**config.mk**
```make
export PLATFORM = sky130hd
export DESIGN_NAME = conv_par_mac
export DESIGN_NICKNAME = d
export VERILOG_FILES = /design/src/rtl/conv_par_mac.sv
export SDC_FILE = /design/constraint.sdc
export NUM_CORES = 2
export LEC_CHECK = 0
export ABC_AREA = 1
export BUFFER_PORTS_ARGS = -buffer_cell sky130_fd_sc_hd__buf_2
export CAP_MARGIN = 20
export CORE_AREA = 5 5 529 635
export CTS_BUF_LIST = sky130_fd_sc_hd__clkbuf_16
export CTS_CLUSTER_SIZE = 14
export DETAILED_ROUTE_END_ITERATION = 8
export DIE_AREA = 0 0 534 640
export PLACE_DENSITY = 0.44
export SETUP_SLACK_MARGIN = 0.2
export SKIP_LAST_GASP = 1
export SYNTH_ARGS = -nofsm -noshare
export SYNTH_HDL_FRONTEND = slang
export SYNTH_SLANG_ARGS = --single-unit
```
**constraint.sdc**
```tcl
create_clock -name clk -period 25.7 [get_ports clk]
set_input_delay 2.57 -clock clk [delete_from_list [all_inputs] [get_ports clk]]
set_output_delay 2.57 -clock clk [all_outputs]
set_load 0.03 [all_outputs]
```
**src/rtl/conv_par_mac.sv**
```systemverilog
// conv_par_mac: 1-D valid-mode convolution, P multipliers per cycle, stream in/out.
// Optional ReLU on the output register when CONV_PAR_MAC_RELU_EN is defined.
module conv_par_mac #(
  parameter int unsigned DATA_WIDTH_X = 8,
  parameter int unsigned DATA_WIDTH_F = 8,
  parameter int unsigned X_SIZE       = 128,
  parameter int unsigned F_SIZE       = 32,
  parameter int unsigned P            = 4,
  parameter int unsigned ACC_SIZE     = DATA_WIDTH_X + DATA_WIDTH_F + $clog2(F_SIZE)
) (
  input  logic                           clk,
  input  logic                           reset,
  input  logic                           s_valid_x,
  output logic                           s_ready_x,
  input  logic signed [DATA_WIDTH_X-1:0] s_data_in_x,
  input  logic                           s_valid_f,
  output logic                           s_ready_f,
  input  logic signed [DATA_WIDTH_F-1:0] s_data_in_f,
  output logic                           m_valid_y,
  input  logic                           m_ready_y,
  output logic signed [ACC_SIZE-1:0]     m_data_out_y
);

  localparam int unsigned PW    = DATA_WIDTH_X + DATA_WIDTH_F;
  localparam int unsigned XAW   = (X_SIZE > 1) ? $clog2(X_SIZE) : 1;
  localparam int unsigned FAW   = (F_SIZE > 1) ? $clog2(F_SIZE) : 1;
  localparam int unsigned XCW   = $clog2(X_SIZE + 1);
  localparam int unsigned FCW   = $clog2(F_SIZE + 1);
  localparam int unsigned NLAST = X_SIZE - F_SIZE;
  localparam int unsigned KLAST = F_SIZE - P;

  if ((F_SIZE % P) != 0) begin : g_p_check
    $error("conv_par_mac: F_SIZE must be a multiple of P");
  end

  typedef enum logic [1:0] {LOAD, MAC, OUT} state_e;

  state_e                      state_q, state_d;
  logic [XCW-1:0]              x_cnt_q, x_cnt_d;
  logic [FCW-1:0]              f_cnt_q, f_cnt_d;
  logic [XCW-1:0]              n_q, n_d;
  logic [FCW-1:0]              k_q, k_d;
  logic signed [ACC_SIZE-1:0]  acc_q, acc_d;
  logic signed [ACC_SIZE-1:0]  y_q, y_d;
  logic signed [ACC_SIZE-1:0]  mac_sum;
  logic                        rdy_x_q, rdy_x_d;
  logic                        rdy_f_q, rdy_f_d;
  logic                        vld_q, vld_d;
  logic                        x_we, f_we;

  logic signed [DATA_WIDTH_X-1:0] x_mem [X_SIZE];
  logic signed [DATA_WIDTH_F-1:0] f_mem [F_SIZE];

  function automatic logic signed [PW-1:0] mul(input logic signed [DATA_WIDTH_X-1:0] a,
                                               input logic signed [DATA_WIDTH_F-1:0] b);
    return PW'(a) * PW'(b);
  endfunction

  assign x_we = (state_q == LOAD) && s_valid_x && rdy_x_q;
  assign f_we = (state_q == LOAD) && s_valid_f && rdy_f_q;

  // Sample memories: overwritten each frame, never cleared.
  always_ff @(posedge clk) begin
    if (x_we) x_mem[XAW'(x_cnt_q)] <= s_data_in_x;
    if (f_we) f_mem[FAW'(f_cnt_q)] <= s_data_in_f;
  end

  // P-wide partial sum for the current (n, k) slice added onto the accumulator.
  always_comb begin
    mac_sum = acc_q;
    for (int unsigned j = 0; j < P; j++) begin
      mac_sum = mac_sum + ACC_SIZE'(mul(x_mem[XAW'(n_q) + XAW'(k_q) + XAW'(j)],
                                        f_mem[FAW'(k_q) + FAW'(j)]));
    end
  end

  always_comb begin
    state_d = state_q;
    x_cnt_d = x_cnt_q;
    f_cnt_d = f_cnt_q;
    n_d     = n_q;
    k_d     = k_q;
    acc_d   = acc_q;
    y_d     = y_q;
    vld_d   = vld_q;
    rdy_x_d = 1'b0;
    rdy_f_d = 1'b0;
    unique case (state_q)
      LOAD: begin
        x_cnt_d = x_cnt_q + XCW'(x_we);
        f_cnt_d = f_cnt_q + FCW'(f_we);
        if ((x_cnt_d == XCW'(X_SIZE)) && (f_cnt_d == FCW'(F_SIZE))) begin
          state_d = MAC;
          n_d     = '0;
          k_d     = '0;
          acc_d   = '0;
        end else begin
          rdy_x_d = (x_cnt_d < XCW'(X_SIZE));
          rdy_f_d = (f_cnt_d < FCW'(F_SIZE));
        end
      end
      MAC: begin
        acc_d = mac_sum;
        if (k_q == FCW'(KLAST)) begin
`ifdef CONV_PAR_MAC_RELU_EN
          y_d = mac_sum[ACC_SIZE-1] ? '0 : mac_sum;
`else
          y_d = mac_sum;
`endif
          vld_d   = 1'b1;
          state_d = OUT;
        end else begin
          k_d = k_q + FCW'(P);
        end
      end
      OUT: begin
        if (vld_q && m_ready_y) begin
          vld_d = 1'b0;
          if (n_q < XCW'(NLAST)) begin
            n_d     = n_q + XCW'(1);
            k_d     = '0;
            acc_d   = '0;
            state_d = MAC;
          end else begin
            x_cnt_d = '0;
            f_cnt_d = '0;
            rdy_x_d = 1'b1;
            rdy_f_d = 1'b1;
            state_d = LOAD;
          end
        end
      end
      default: state_d = LOAD;
    endcase
  end

  always_ff @(posedge clk) begin
    if (reset) begin
      state_q <= LOAD;
      x_cnt_q <= '0;
      f_cnt_q <= '0;
      n_q     <= '0;
      k_q     <= '0;
      acc_q   <= '0;
      y_q     <= '0;
      vld_q   <= 1'b0;
      rdy_x_q <= 1'b1;
      rdy_f_q <= 1'b1;
    end else begin
      state_q <= state_d;
      x_cnt_q <= x_cnt_d;
      f_cnt_q <= f_cnt_d;
      n_q     <= n_d;
      k_q     <= k_d;
      acc_q   <= acc_d;
      y_q     <= y_d;
      vld_q   <= vld_d;
      rdy_x_q <= rdy_x_d;
      rdy_f_q <= rdy_f_d;
    end
  end

  assign s_ready_x    = rdy_x_q;
  assign s_ready_f    = rdy_f_q;
  assign m_valid_y    = vld_q;
  assign m_data_out_y = y_q;

endmodule

```
==> metrics <==
top-count cell post-synth nand2_1; drt drc 0; Routed WL per cell 25.5 um; Worst Setup End Kind flop; met3 Use GR 3.48%; clock sinks 1,360; CTS Buffer Depth 4; largest net degree at the start of global routing 207; slowest stage cell, crit path fa_4; status completed; Chip Width 534 um; DRT Wirelength 442 mm; Worst Path Max Fanout 124; DP HPWL 297 mm; Post-synth EDFFs 1,280; Syn Nets 13,900; Largest stage delay, worst path 1020 ps; RSZ-0062 raised after global routing no; Slew Viols, Final 0; R2R Setup Slk 12,450 ps; Initial DRC Count 10,100; Port Buffers 44; H-tree Lvls 4; post-synth top area share 39.2%; first-pass GRT wire length 629 mm; Synth Register Bits 1,360; Required @ worst endpoint 26,490 ps; clock insertion delay at the later pin of the skew report 900 ps; Mapped Cells 13,400; CTS-repair resized insts 0; area post-placement 102,000 um^2; met1 Use GR 32.7%; Final Hold Viols 0; CTS clk-pin slew, worst paths 60 ps; vias in the first global route 85,600; initial antenna violation count 4; vias 91,700; DIE HEIGHT 640 um; setup_tns 0 ps; Critical Path Source Type flop; Nets 13,500; Clock Tree Root clkbuf_16; Slew @ Worst Pin 1200 ps; PnR Total Power 11.2 mW; Slew HR 20.0%; max-cap violation count 0; post-route minimum period 13,250 ps; highest clock rate 0.0755 GHz; Top FF cell, synth edfxtp_1; Post-Syn Area per Cell 7.35 um^2; clk_skew 88.6 ps; Initial Util 29.8%; post-synthesis sequential area ratio 40.8%; count of hold-fix buffers inserted at cts 0; cell area after layout 108,000 um^2; final core utilization 32.7%; Setup CP Type flop to flop; distinct cell type count after synthesis 49; postcts setup bufs 0; TritonCTS clock tree done; Post-DRT Antenna Nets 0; dominant cell type by area after synthesis edfxtp_1; router iterations before antenna repair 6; Hold Crit Class flop to flop; layout cells sized above 1 4.82%; Tcrit/Tclk final 51.6%; Worst EP arrival 14,040 ps; top post-synthesis cells by area edfxtp_1 (39%), nand2_1 (20%), nand3_1 (8.9%), fa_1 (7.6%), o21ai_0 (6.3%); area delta synth->final 9.68%; P per Cell Area 104 nW/um^2; Peak VDD IR 0.000336 V; Min Hold Slack 455 ps; Mapped Area 98,100 um^2; gr ovfl total 0; final-report setup violation count 0; Die ar. 342,000 um^2; RePlAce Congestion 0.918; row count 231; core footprint 329,000 um^2; Leakage Power 45.6 nW; grt met2 use 40.8%; Num CTS Buffers 169; Via density 5.28; gr usage total 25.0%; Top Usage Layer GRT met2; crit-path most repeated cell nand2_1; yosys warns 0; Commonest cells post-synth nand2_1 (5,167), nand3_1 (1,741), edfxtp_1 (1,280); Post-synth ARST share 0%; IO Pins 45
-- stage by stage --
step | worst slack, ps | instances
5_1_grt | 11830 | 17400
3_5_place_dp | 12410 | 17100
4_1_cts | 12410 | 17400
2_1_floorplan | 16020 | 13400
6_report | 12450 | 17400
3_3_place_gp | 12420 | 17100
-- layer usage --
layer / wire length (um) / vias to the layer above
met2: 204000 / 3865
met1: 183000 / 44300
met4: 24700 / 0
li1: - / 42800
met5: 0 / -
met3: 30900 / 790
-- logic make-up (layout without fill, tap and decap cells) --
kind of cell | count (synthesis) | in the layout | synth area share [%]
simple gates | 7785 | 7785 | 32.3
flops | 1360 | 1360 | 40.8
compound gates | 1788 | 1788 | 9.50
other cells | 0 | 8 | 0
fa+ha+maj | 496 | 496 | 9.17
mux | 14 | 14 | 0.143
buf+inv | 1867 | 1581 | 7.65
xor+xnor | 40 | 40 | 0.399
-- path summary, 6_finish.rpt --
check,from,endpoint,cells past startpoint
worst max-delay path,k_q[1]$_SDFFE_PP0P_,m_data_out_y[18]$_SDFFE_PP0P_,40
worst min-delay path,n_q[7]$_SDFFE_PP0P_,n_q[7]$_SDFFE_PP0P_,2
worst max register to register,k_q[1]$_SDFFE_PP0P_,m_data_out_y[18]$_SDFFE_PP0P_,40
worst min register to register,n_q[7]$_SDFFE_PP0P_,n_q[7]$_SDFFE_PP0P_,2
-- registers in the layout (all words and copies together) (netlist names), named ones only --
signal and count:
acc_q 21, f_cnt_q 6, f_mem 256, k_q 6
m_data_out_y 21, m_valid_y 1, n_q 8, s_ready_f 1
s_ready_x 1, state_q 2, x_cnt_q 8, x_mem 1024
-- layout by cell type (no fill, tap or decap), types with 20 or more instances in the layout --
| master | netlist | layout |
|---|---|---|
| nor2_1 | 787 | 784 |
| clkinv_1 | 5 | 34 |
| ha_1 | 124 | 119 |
| nand2_2 | 15 | 20 |
| buf_4 | 17 | 214 |
| a21oi_1 | 375 | 375 |
| edfxtp_1 | 1280 | 1280 |
| buf_2 | 336 | 36 |
| buf_6 | 1 | 25 |
| o21ai_1 | 24 | 24 |
| nand3_1 | 1741 | 1741 |
| clkbuf_16 | 0 | 173 |
| o211ai_1 | 125 | 125 |
| dfxtp_1 | 80 | 76 |
| o21ai_0 | 1239 | 1239 |
| nand2_1 | 5167 | 5154 |
| fa_1 | 372 | 371 |
| clkinv_2 | 1 | 30 |
| inv_1 | 978 | 1002 |
-- report_power, final --
part	total (mW)	leakage [nW]	internal [mW]	switching [mW]
Combinational	6.35	30.7	2.30	4.05
Clock	2.38	2.67	1.34	1.04
Sequential	2.43	12.2	2.43	0.00332
-- critical path, delay by kind of cell (launching register included) --
family,cells,cell delay (ps)
DFF,1,800
adders and majority gates,11,6110
AOI/OAI and AO/OA,2,780
and+or+nand+nor,18,2620
buffers and inverters,9,2720
-- cell type report --
class                      instances  area [um^2]
antenna                            8         20.0
clock buffer                     173         4330
clock inverter                   122          906
fill                           35300       222000
inverter                         997         3800
multi-input combinational      10100        50800
sequential                      1360        40100
tap                             4310         5390
timing repair buffer             289         2350
Power figures use the tool's default switching activity.
